===== config.mk =====
export PLATFORM = sky130hd
export DESIGN_NAME = mem_req_engine_flat
export DESIGN_NICKNAME = d
export VERILOG_FILES = /design/src/rtl/nmcu_pkg.sv /design/src/rtl/mem_req_engine_if.sv /design/src/rtl/mem_req_engine.sv /design/src/flat_wrapper.sv
export SDC_FILE = /design/constraint.sdc
export NUM_CORES = 1
export LEC_CHECK = 0
export CAP_MARGIN = 20
export CORE_UTILIZATION = 26
export CTS_CLUSTER_DIAMETER = 60
export CTS_CLUSTER_SIZE = 28
export DETAILED_ROUTE_END_ITERATION = 12
export GPL_ROUTABILITY_DRIVEN = 1
export GPL_TIMING_DRIVEN = 0
export PLACE_DENSITY = 0.52
export REMOVE_ABC_BUFFERS = 1
export SETUP_SLACK_MARGIN = 0.4
export SLEW_MARGIN = 5
export SYNTH_ARGS = -nofsm -noshare
export SYNTH_HDL_FRONTEND = slang
export SYNTH_SLANG_ARGS = --single-unit

===== constraint.sdc =====
create_clock -name clk -period 4.32 [get_ports clk]
set_input_delay 0.864 -clock clk [delete_from_list [all_inputs] [get_ports clk]]
set_output_delay 0.864 -clock clk [all_outputs]
set_load 0.02 [all_outputs]

===== src/rtl/nmcu_pkg.sv =====
// Shared widths and memory-port types for the near-memory compute unit.
package nmcu_pkg;

    parameter int DATA_WIDTH = 32;
    parameter int ADDR_WIDTH = 16;

    typedef struct packed {
        logic                  valid;
        logic                  write_en;
        logic [ADDR_WIDTH-1:0] addr;
        logic [DATA_WIDTH-1:0] wdata;
    } mem_req_t;

    typedef struct packed {
        logic                  valid;
        logic [DATA_WIDTH-1:0] rdata;
    } mem_resp_t;

endpackage


===== src/rtl/mem_req_engine_if.sv =====
// Command, write-data and read-data streams of mem_req_engine.
interface mem_req_engine_if #(
    parameter int DATA_WIDTH = nmcu_pkg::DATA_WIDTH,
    parameter int ADDR_WIDTH = nmcu_pkg::ADDR_WIDTH,
    parameter int LEN_WIDTH  = 16
);

    logic                  cmd_valid;
    logic                  cmd_ready;
    logic                  cmd_write;
    logic [ADDR_WIDTH-1:0] cmd_addr;
    logic [LEN_WIDTH-1:0]  cmd_len;

    logic                  wr_valid;
    logic                  wr_ready;
    logic [DATA_WIDTH-1:0] wr_data;

    logic                  rd_valid;
    logic                  rd_ready;
    logic [DATA_WIDTH-1:0] rd_data;

    // Command issuer / data producer / data consumer side.
    modport master (
        output cmd_valid, cmd_write, cmd_addr, cmd_len,
        input  cmd_ready,
        output wr_valid, wr_data,
        input  wr_ready,
        input  rd_valid, rd_data,
        output rd_ready
    );

    // Engine side.
    modport slave (
        input  cmd_valid, cmd_write, cmd_addr, cmd_len,
        output cmd_ready,
        input  wr_valid, wr_data,
        output wr_ready,
        output rd_valid, rd_data,
        input  rd_ready
    );

endinterface


===== src/rtl/mem_req_engine.sv =====
// Burst memory request engine: turns read/write burst commands into
// one-word memory requests, buffering read returns in a small FIFO.
module mem_req_engine #(
    parameter int DATA_WIDTH = nmcu_pkg::DATA_WIDTH,
    parameter int ADDR_WIDTH = nmcu_pkg::ADDR_WIDTH,
    parameter int LEN_WIDTH  = 16,
    parameter int FIFO_DEPTH = 8
) (
    input  logic                clk,
    input  logic                rst_n,
    mem_req_engine_if.slave     bus,
    output logic                busy_o,
    output logic                done_o,
    output logic                err_o,
    output nmcu_pkg::mem_req_t  mem_req_o,
    input  nmcu_pkg::mem_resp_t mem_resp_i
);

    localparam int PTR_W = $clog2(FIFO_DEPTH);
    localparam int CNT_W = PTR_W + 1;

    typedef enum logic [1:0] {
        S_IDLE,
        S_RD,
        S_WR,
        S_FIN
    } state_e;

    state_e                state_q, state_d;
    logic [LEN_WIDTH-1:0]  len_q, len_d;
    logic [LEN_WIDTH-1:0]  iss_q, iss_d;     // words issued to memory
    logic [LEN_WIDTH-1:0]  pop_q, pop_d;     // read words handed out
    logic [LEN_WIDTH-1:0]  ack_q, ack_d;     // write acknowledges seen
    logic [LEN_WIDTH-1:0]  out_q, out_d;     // requests awaiting a response
    logic [ADDR_WIDTH-1:0] addr_q, addr_d;
    logic [PTR_W-1:0]      wptr_q, wptr_d;
    logic [PTR_W-1:0]      rptr_q, rptr_d;
    logic [CNT_W-1:0]      cnt_q, cnt_d;
    logic [DATA_WIDTH-1:0] fifo_mem_q [FIFO_DEPTH];
    nmcu_pkg::mem_req_t    req_q, req_d;
    logic                  err_q, err_d;

    logic resp_ok;
    logic push;
    logic pop;
    logic issue;
    logic wr_hs;

    assign resp_ok     = mem_resp_i.valid && (out_q != '0);
    assign push        = (state_q == S_RD) && resp_ok;
    assign bus.rd_valid = (cnt_q != '0);
    assign bus.rd_data  = fifo_mem_q[rptr_q];
    assign pop         = bus.rd_valid && bus.rd_ready;

    assign mem_req_o = req_q;
    assign err_o     = err_q;

    // Next-state, counters, request register inputs and handshake outputs.
    always_comb begin
        state_d       = state_q;
        len_d         = len_q;
        iss_d         = iss_q;
        pop_d         = pop_q;
        ack_d         = ack_q;
        out_d         = out_q;
        addr_d        = addr_q;
        req_d         = '0;
        err_d         = err_q;
        issue         = 1'b0;
        wr_hs         = 1'b0;
        bus.cmd_ready = 1'b0;
        bus.wr_ready  = 1'b0;
        busy_o        = 1'b0;
        done_o        = 1'b0;

        if (mem_resp_i.valid && (out_q == '0)) begin
            err_d = 1'b1;
        end

        case (state_q)
            S_IDLE: begin
                // rst_n gate keeps cmd_ready low while reset is held.
                bus.cmd_ready = rst_n;
                if (bus.cmd_valid && rst_n) begin
                    len_d  = bus.cmd_len;
                    addr_d = bus.cmd_addr;
                    iss_d  = '0;
                    pop_d  = '0;
                    ack_d  = '0;
                    out_d  = '0;
                    if (bus.cmd_len == '0) begin
                        state_d = S_FIN;
                    end else if (bus.cmd_write) begin
                        state_d = S_WR;
                    end else begin
                        state_d = S_RD;
                    end
                end
            end

            S_RD: begin
                busy_o = 1'b1;
                // Reserve a FIFO slot per outstanding read so returns never overflow.
                issue = (iss_q < len_q) &&
                        (({1'b0, out_q} + (LEN_WIDTH+1)'(cnt_q)) <
                         (LEN_WIDTH+1)'(FIFO_DEPTH));
                if (issue) begin
                    req_d.valid    = 1'b1;
                    req_d.write_en = 1'b0;
                    req_d.addr     = addr_q;
                    addr_d         = addr_q + ADDR_WIDTH'(1);
                    iss_d          = iss_q + LEN_WIDTH'(1);
                end
                out_d = out_q + LEN_WIDTH'(issue) - LEN_WIDTH'(resp_ok);
                pop_d = pop_q + LEN_WIDTH'(pop);
                if (pop_d == len_q) begin
                    state_d = S_FIN;
                end
            end

            S_WR: begin
                busy_o       = 1'b1;
                bus.wr_ready = (iss_q < len_q);
                wr_hs        = bus.wr_ready && bus.wr_valid;
                if (wr_hs) begin
                    req_d.valid    = 1'b1;
                    req_d.write_en = 1'b1;
                    req_d.addr     = addr_q;
                    req_d.wdata    = bus.wr_data;
                    addr_d         = addr_q + ADDR_WIDTH'(1);
                    iss_d          = iss_q + LEN_WIDTH'(1);
                end
                out_d = out_q + LEN_WIDTH'(wr_hs) - LEN_WIDTH'(resp_ok);
                ack_d = ack_q + LEN_WIDTH'(resp_ok);
                if (ack_d == len_q) begin
                    state_d = S_FIN;
                end
            end

            S_FIN: begin
                busy_o  = 1'b1;
                done_o  = 1'b1;
                state_d = S_IDLE;
            end

            default: state_d = S_IDLE;
        endcase
    end

    // Read-return FIFO pointer and occupancy update.
    always_comb begin
        wptr_d = wptr_q;
        rptr_d = rptr_q;
        cnt_d  = cnt_q + CNT_W'(push) - CNT_W'(pop);
        if (push) begin
            wptr_d = wptr_q + PTR_W'(1);
        end
        if (pop) begin
            rptr_d = rptr_q + PTR_W'(1);
        end
    end

    // State, counters, FIFO pointers, request register and error flag.
    always_ff @(posedge clk or negedge rst_n) begin
        if (!rst_n) begin
            state_q <= S_IDLE;
            len_q   <= '0;
            iss_q   <= '0;
            pop_q   <= '0;
            ack_q   <= '0;
            out_q   <= '0;
            addr_q  <= '0;
            wptr_q  <= '0;
            rptr_q  <= '0;
            cnt_q   <= '0;
            req_q   <= '0;
            err_q   <= 1'b0;
        end else begin
            state_q <= state_d;
            len_q   <= len_d;
            iss_q   <= iss_d;
            pop_q   <= pop_d;
            ack_q   <= ack_d;
            out_q   <= out_d;
            addr_q  <= addr_d;
            wptr_q  <= wptr_d;
            rptr_q  <= rptr_d;
            cnt_q   <= cnt_d;
            req_q   <= req_d;
            err_q   <= err_d;
        end
    end

    // FIFO storage; contents need no reset since occupancy gates reads.
    always_ff @(posedge clk) begin
        if (push) begin
            fifo_mem_q[wptr_q] <= mem_resp_i.rdata;
        end
    end

endmodule


===== src/flat_wrapper.sv =====
// flat-port wrapper written by rule: the top's interface ports become plain ports
module mem_req_engine_flat 
#(
    parameter int DATA_WIDTH = nmcu_pkg::DATA_WIDTH,
    parameter int ADDR_WIDTH = nmcu_pkg::ADDR_WIDTH,
    parameter int LEN_WIDTH  = 16,
    parameter int FIFO_DEPTH = 8
)
  (clk, rst_n, busy_o, done_o, err_o, mem_req_o, mem_resp_i, bus_cmd_valid, bus_cmd_write, bus_cmd_addr, bus_cmd_len, bus_cmd_ready, bus_wr_valid, bus_wr_data, bus_wr_ready, bus_rd_valid, bus_rd_data, bus_rd_ready);
  mem_req_engine_if #(.DATA_WIDTH(DATA_WIDTH), .ADDR_WIDTH(ADDR_WIDTH), .LEN_WIDTH(LEN_WIDTH)) bus_i ();
  input  logic clk;
  input  logic rst_n;
  output logic busy_o;
  output logic done_o;
  output logic err_o;
  output nmcu_pkg::mem_req_t mem_req_o;
  input  nmcu_pkg::mem_resp_t mem_resp_i;
  input wire logic [$bits(bus_i.cmd_valid)-1:0] bus_cmd_valid;
  input wire logic [$bits(bus_i.cmd_write)-1:0] bus_cmd_write;
  input wire logic [$bits(bus_i.cmd_addr)-1:0] bus_cmd_addr;
  input wire logic [$bits(bus_i.cmd_len)-1:0] bus_cmd_len;
  output wire logic [$bits(bus_i.cmd_ready)-1:0] bus_cmd_ready;
  input wire logic [$bits(bus_i.wr_valid)-1:0] bus_wr_valid;
  input wire logic [$bits(bus_i.wr_data)-1:0] bus_wr_data;
  output wire logic [$bits(bus_i.wr_ready)-1:0] bus_wr_ready;
  output wire logic [$bits(bus_i.rd_valid)-1:0] bus_rd_valid;
  output wire logic [$bits(bus_i.rd_data)-1:0] bus_rd_data;
  input wire logic [$bits(bus_i.rd_ready)-1:0] bus_rd_ready;
  assign bus_i.cmd_valid = bus_cmd_valid;
  assign bus_i.cmd_write = bus_cmd_write;
  assign bus_i.cmd_addr = bus_cmd_addr;
  assign bus_i.cmd_len = bus_cmd_len;
  assign bus_cmd_ready = bus_i.cmd_ready;
  assign bus_i.wr_valid = bus_wr_valid;
  assign bus_i.wr_data = bus_wr_data;
  assign bus_wr_ready = bus_i.wr_ready;
  assign bus_rd_valid = bus_i.rd_valid;
  assign bus_rd_data = bus_i.rd_data;
  assign bus_i.rd_ready = bus_rd_ready;
  mem_req_engine #(.DATA_WIDTH(DATA_WIDTH), .ADDR_WIDTH(ADDR_WIDTH), .LEN_WIDTH(LEN_WIDTH), .FIFO_DEPTH(FIFO_DEPTH)) u_core (.clk(clk), .rst_n(rst_n), .bus(bus_i), .busy_o(busy_o), .done_o(done_o), .err_o(err_o), .mem_req_o(mem_req_o), .mem_resp_i(mem_resp_i));
endmodule

==> results.sh <==
export IMPL_status="completed"
export IMPL_clkTransAtPathRegs_ns=0.06
export IMPL_yosysUniqueCellTypes=73
export IMPL_max_cap_violations=0
export IMPL_drv_slew=0
export IMPL_cts_root_buf="clkbuf_16"
export IMPL_rows=101
export IMPL_hp_class="input port to asynchronous set/reset pin"
export IMPL_fmax_ghz=0.2628
export IMPL_avgSynthCellArea_um2=12.95
export IMPL_comb_power_share=0.464
export IMPL_placed_area_mm2=0.02354
export IMPL_seqCellArea_mm2=0.01170
export IMPL_synth_edf_count=256
export IMPL_internal_power_uw=10550
export IMPL_post_drt_wl_per_cell_um=18.43
export IMPL_layout_nets=1941
export IMPL_fp_dieH_um=280.2
export IMPL_crit_start="u_core.out_q[3]$_DFFE_PN0P_"
export IMPL_die_width_um=280.2
export IMPL_dr_pass1_iters=5
export IMPL_setup_viol=0
export IMPL_switchingPower_uw=6821
export IMPL_syn_inst=1554
export IMPL_swShare=0.3927
export IMPL_gp_congestion=0.8194
export IMPL_cts_tree="built"
export IMPL_vias_per_cell=4.892
export IMPL_io_pins=191
export IMPL_power_frac_clock=0.216
export IMPL_p_per_area_mw_per_mm2=680.7
export IMPL_drc=0
export IMPL_stdcell_area_mm2=0.02551
export IMPL_nFillCells=7524
export IMPL_drt_iter0_markers=922
export IMPL_hold_viol_final=0
export IMPL_hpwlAfterDp_um=34830
export IMPL_ys_ff_latch=415
export IMPL_vdd_drop_max_uv=339.0
export IMPL_cts_buffers=39
export IMPL_synthFlopType="edfxtp_1"
export IMPL_cp_arrival_ns=4.26
export IMPL_crit_type="flop to flop"
export IMPL_worst_pin_slew_ns=1.097
export IMPL_holdWs_ns=0.2507
export IMPL_synth_top_area_frac=0.3821
export IMPL_p_leak_uw=0.009312
export IMPL_cts_buffer_depth=3
export IMPL_clock_latency_ns=0.58
export IMPL_multi_input_area_mm2=0.008227
export IMPL_worst_slack_ns=0.5150
export IMPL_dieArea_mm2=0.07850
export IMPL_cts_sinks=415
export IMPL_grt_max_degree=87
export IMPL_async_flop_share=0.3831
export IMPL_areaGrowthSynthToFinish_pct=26.82
export IMPL_synth_top_cell_by_area="edfxtp_1"
export IMPL_r2r_start="u_core.out_q[3]$_DFFE_PN0P_"
export IMPL_syn_cell_area_mm2=0.02012
export IMPL_drive_gt1_frac=0.1939
export IMPL_crit_required_ns=4.77
export IMPL_cts_max_level=2
export IMPL_place_worst_setup_slack_ns=-0.4286
export IMPL_drt_wl_total_um=52070
export IMPL_globalRoute_totalOverflow=0
export IMPL_start_kind="flop"
export IMPL_postRouteAntennaNets=0
export IMPL_synthTopCellsByArea="edfxtp_1 (38%), dfrtp_1 (20%), mux4_2 (7.2%), ha_1 (4.4%), mux2_2 (3.0%)"
export IMPL_seqPwrFrac=0.320
export IMPL_vias=13820
export IMPL_yosys_warnings=0
export IMPL_core_area_mm2=0.07620
export IMPL_ys_seq_area_frac=0.5799
export IMPL_grt_pass1_wl_um=81560
export IMPL_rsz0062_at_grt="true"
export IMPL_start_util=0.2640
export IMPL_reg2reg_slack_ns=0.52
export IMPL_path_max_fanout=4
export IMPL_period_share=0.8808
export IMPL_fin_skew_ns=0.03029
export IMPL_portBuffers=190
export IMPL_period_minus_slack_ns=3.805
export IMPL_max_slew_margin_rel=0.2683
export IMPL_grt_pass1_vias=14126
export IMPL_insertedDiodeCount=0
export IMPL_end_kind="flop"
export IMPL_antenna_found_initial=0
export IMPL_grt_util_all_layers=0.1322
[critical path, stage by stage (launching register included)]
cell      delay [ns]
dfrtp_2         0.44
inv_1           0.11
ha_2            0.20
nand4_1         0.17
nor3_2          0.16
nand4_1         0.18
and2_4          0.22
ha_1            0.27
inv_1           0.08
ha_2            0.21
fa_2            0.39
a21oi_1         0.15
nor2_1          0.08
or2_2           0.30
nand2b_1        0.11
a21oi_1         0.07
o21ai_1         0.19
o31ai_2         0.10
o32ai_2         0.27
[final cells by class]
class | count | share of cell area
repair buffers | 247 | 0.1037
clock inverters | 32 | 0.01677
clock buffers | 39 | 0.03825
inverters | 66 | 0.009710
flip-flops and latches | 415 | 0.4587
well taps | 1030 | 0.05051
multi-input cells | 996 | 0.3224
[cell usage in the layout (no fill, tap or decap), types with 8 or more instances in the layout]
cell / Yosys / final
dfrtp_1: 159 / 134
buf_4: 0 / 33
a211o_1: 10 / 10
xor2_1: 18 / 18
clkbuf_16: 0 / 39
nor4_1: 16 / 16
o21ai_0: 107 / 104
o32ai_1: 11 / 9
or3_1: 10 / 10
inv_6: 0 / 9
a221oi_1: 12 / 12
a21o_1: 9 / 9
o31ai_1: 18 / 17
edfxtp_1: 256 / 256
mux4_2: 64 / 64
dfrtp_2: 0 / 23
o211ai_1: 8 / 8
nor2_1: 66 / 57
and3_1: 36 / 36
a22o_1: 8 / 8
o22ai_1: 10 / 9
or2_2: 9 / 9
a21oi_1: 54 / 47
nor2b_1: 9 / 9
clkdlybuf4s50_1: 0 / 188
mux2_2: 53 / 53
ha_1: 70 / 61
xnor2_1: 25 / 25
mux2i_1: 8 / 8
nand4_1: 19 / 19
nand3b_1: 13 / 13
and2_1: 64 / 60
inv_1: 66 / 65
buf_16: 0 / 10
nand3_1: 52 / 51
nand2_1: 74 / 73
nand2b_1: 13 / 13
nor3_1: 34 / 25
[per-stage QoR]
step	power [µW]	utilization	TNS (ns)	instances
after floorplan	10360	-	-3.887	1477
after global placement	12930	0.3019	-1913.15	2697
after detailed placement	13220	0.3090	-9.187	2721
after CTS	17330	0.3304	0	2802
after global routing	18470	0.3348	0	2825
final	17370	0.3348	0	2825
[power groups by stage]
stage / clock [µW] / combinational (µW) / sequential, µW
CTS: 3880 / 7850 / 5590
global placement: 0 / 6960 / 5970
detailed placement: 0 / 7470 / 5760
floorplan: 0 / 4740 / 5630
finish: 3750 / 8070 / 5560
global route: 4000 / 8820 / 5650
[Yosys cell counts (all sizes together) (11+ instances only)]
cell type  instances
xor2              18
dfrtp            159
ha                70
and3              36
nor3              34
nor4              16
mux4              64
nand3b            13
mux2              53
nand4             19
o21ai            108
a221oi            12
edfxtp           256
xnor2             25
nand2b            13
clkbuf            63
nand2             74
buf               14
inv               66
nor2              66
and2              65
o31ai             18
or3               11
o32ai             11
nand3             52
a21oi             55
[flip-flops by register name (all words and copies together), names as in the netlist]
name / cells
u_core.fifo_mem_q: 256
u_core.mem_req_o: 50
u_core.ack_q: 16
u_core.addr_q: 16
u_core.iss_q: 16
u_core.len_q: 16
u_core.out_q: 16
u_core.pop_q: 16
u_core.cnt_q: 4
u_core.rptr_q: 3
u_core.wptr_q: 3
u_core.state_q: 2
u_core.err_o: 1
[routing by layer]
layer | vias to the layer above | wire length, µm | GRT usage
met4 | 0 | 973 | 0.03223
met3 | 73 | 3351 | 0.02948
met5 | - | 0 | 0
met2 | 390 | 25040 | 0.2240
li1 | 6368 | - | -
met1 | 6989 | 22700 | 0.1700
[path summary, 6_finish.rpt]
path                                                   to  depth (start not counted)
max                          u_core.out_q[12]$_DFFE_PN0P_                         18
min                        u_core.mem_req_o[43]$_DFF_PN0_                          1
max reg2reg                  u_core.out_q[12]$_DFFE_PN0P_                         18
min reg2reg                  u_core.wptr_q[2]$_DFFE_PN0P_                          1
max in group asynchronous    u_core.out_q[11]$_DFFE_PN0P_                          2
min in group clk             u_core.wptr_q[2]$_DFFE_PN0P_                          1
[kinds of logic (layout without fill, tap and decap cells)]
logic type | count (synthesis) | count (layout) | synth area share
flops | 415 | 415 | 0.5799
xor+xnor | 43 | 43 | 0.01872
buf+inv | 143 | 384 | 0.02743
fa+ha+maj | 73 | 73 | 0.04652
simple gates | 433 | 433 | 0.1145
mux | 125 | 125 | 0.1053
compound gates | 322 | 322 | 0.1077
[timing repair]
action                     4_1_cts  5_1_grt
pin swaps                        9       23
gates cloned                     0        0
gates resized for setup         37       39
setup buffers                   10       22
setup endpoints to repair       84       19
hold buffers                     0        0
Note: power is estimated with default switching activity, not from simulation.
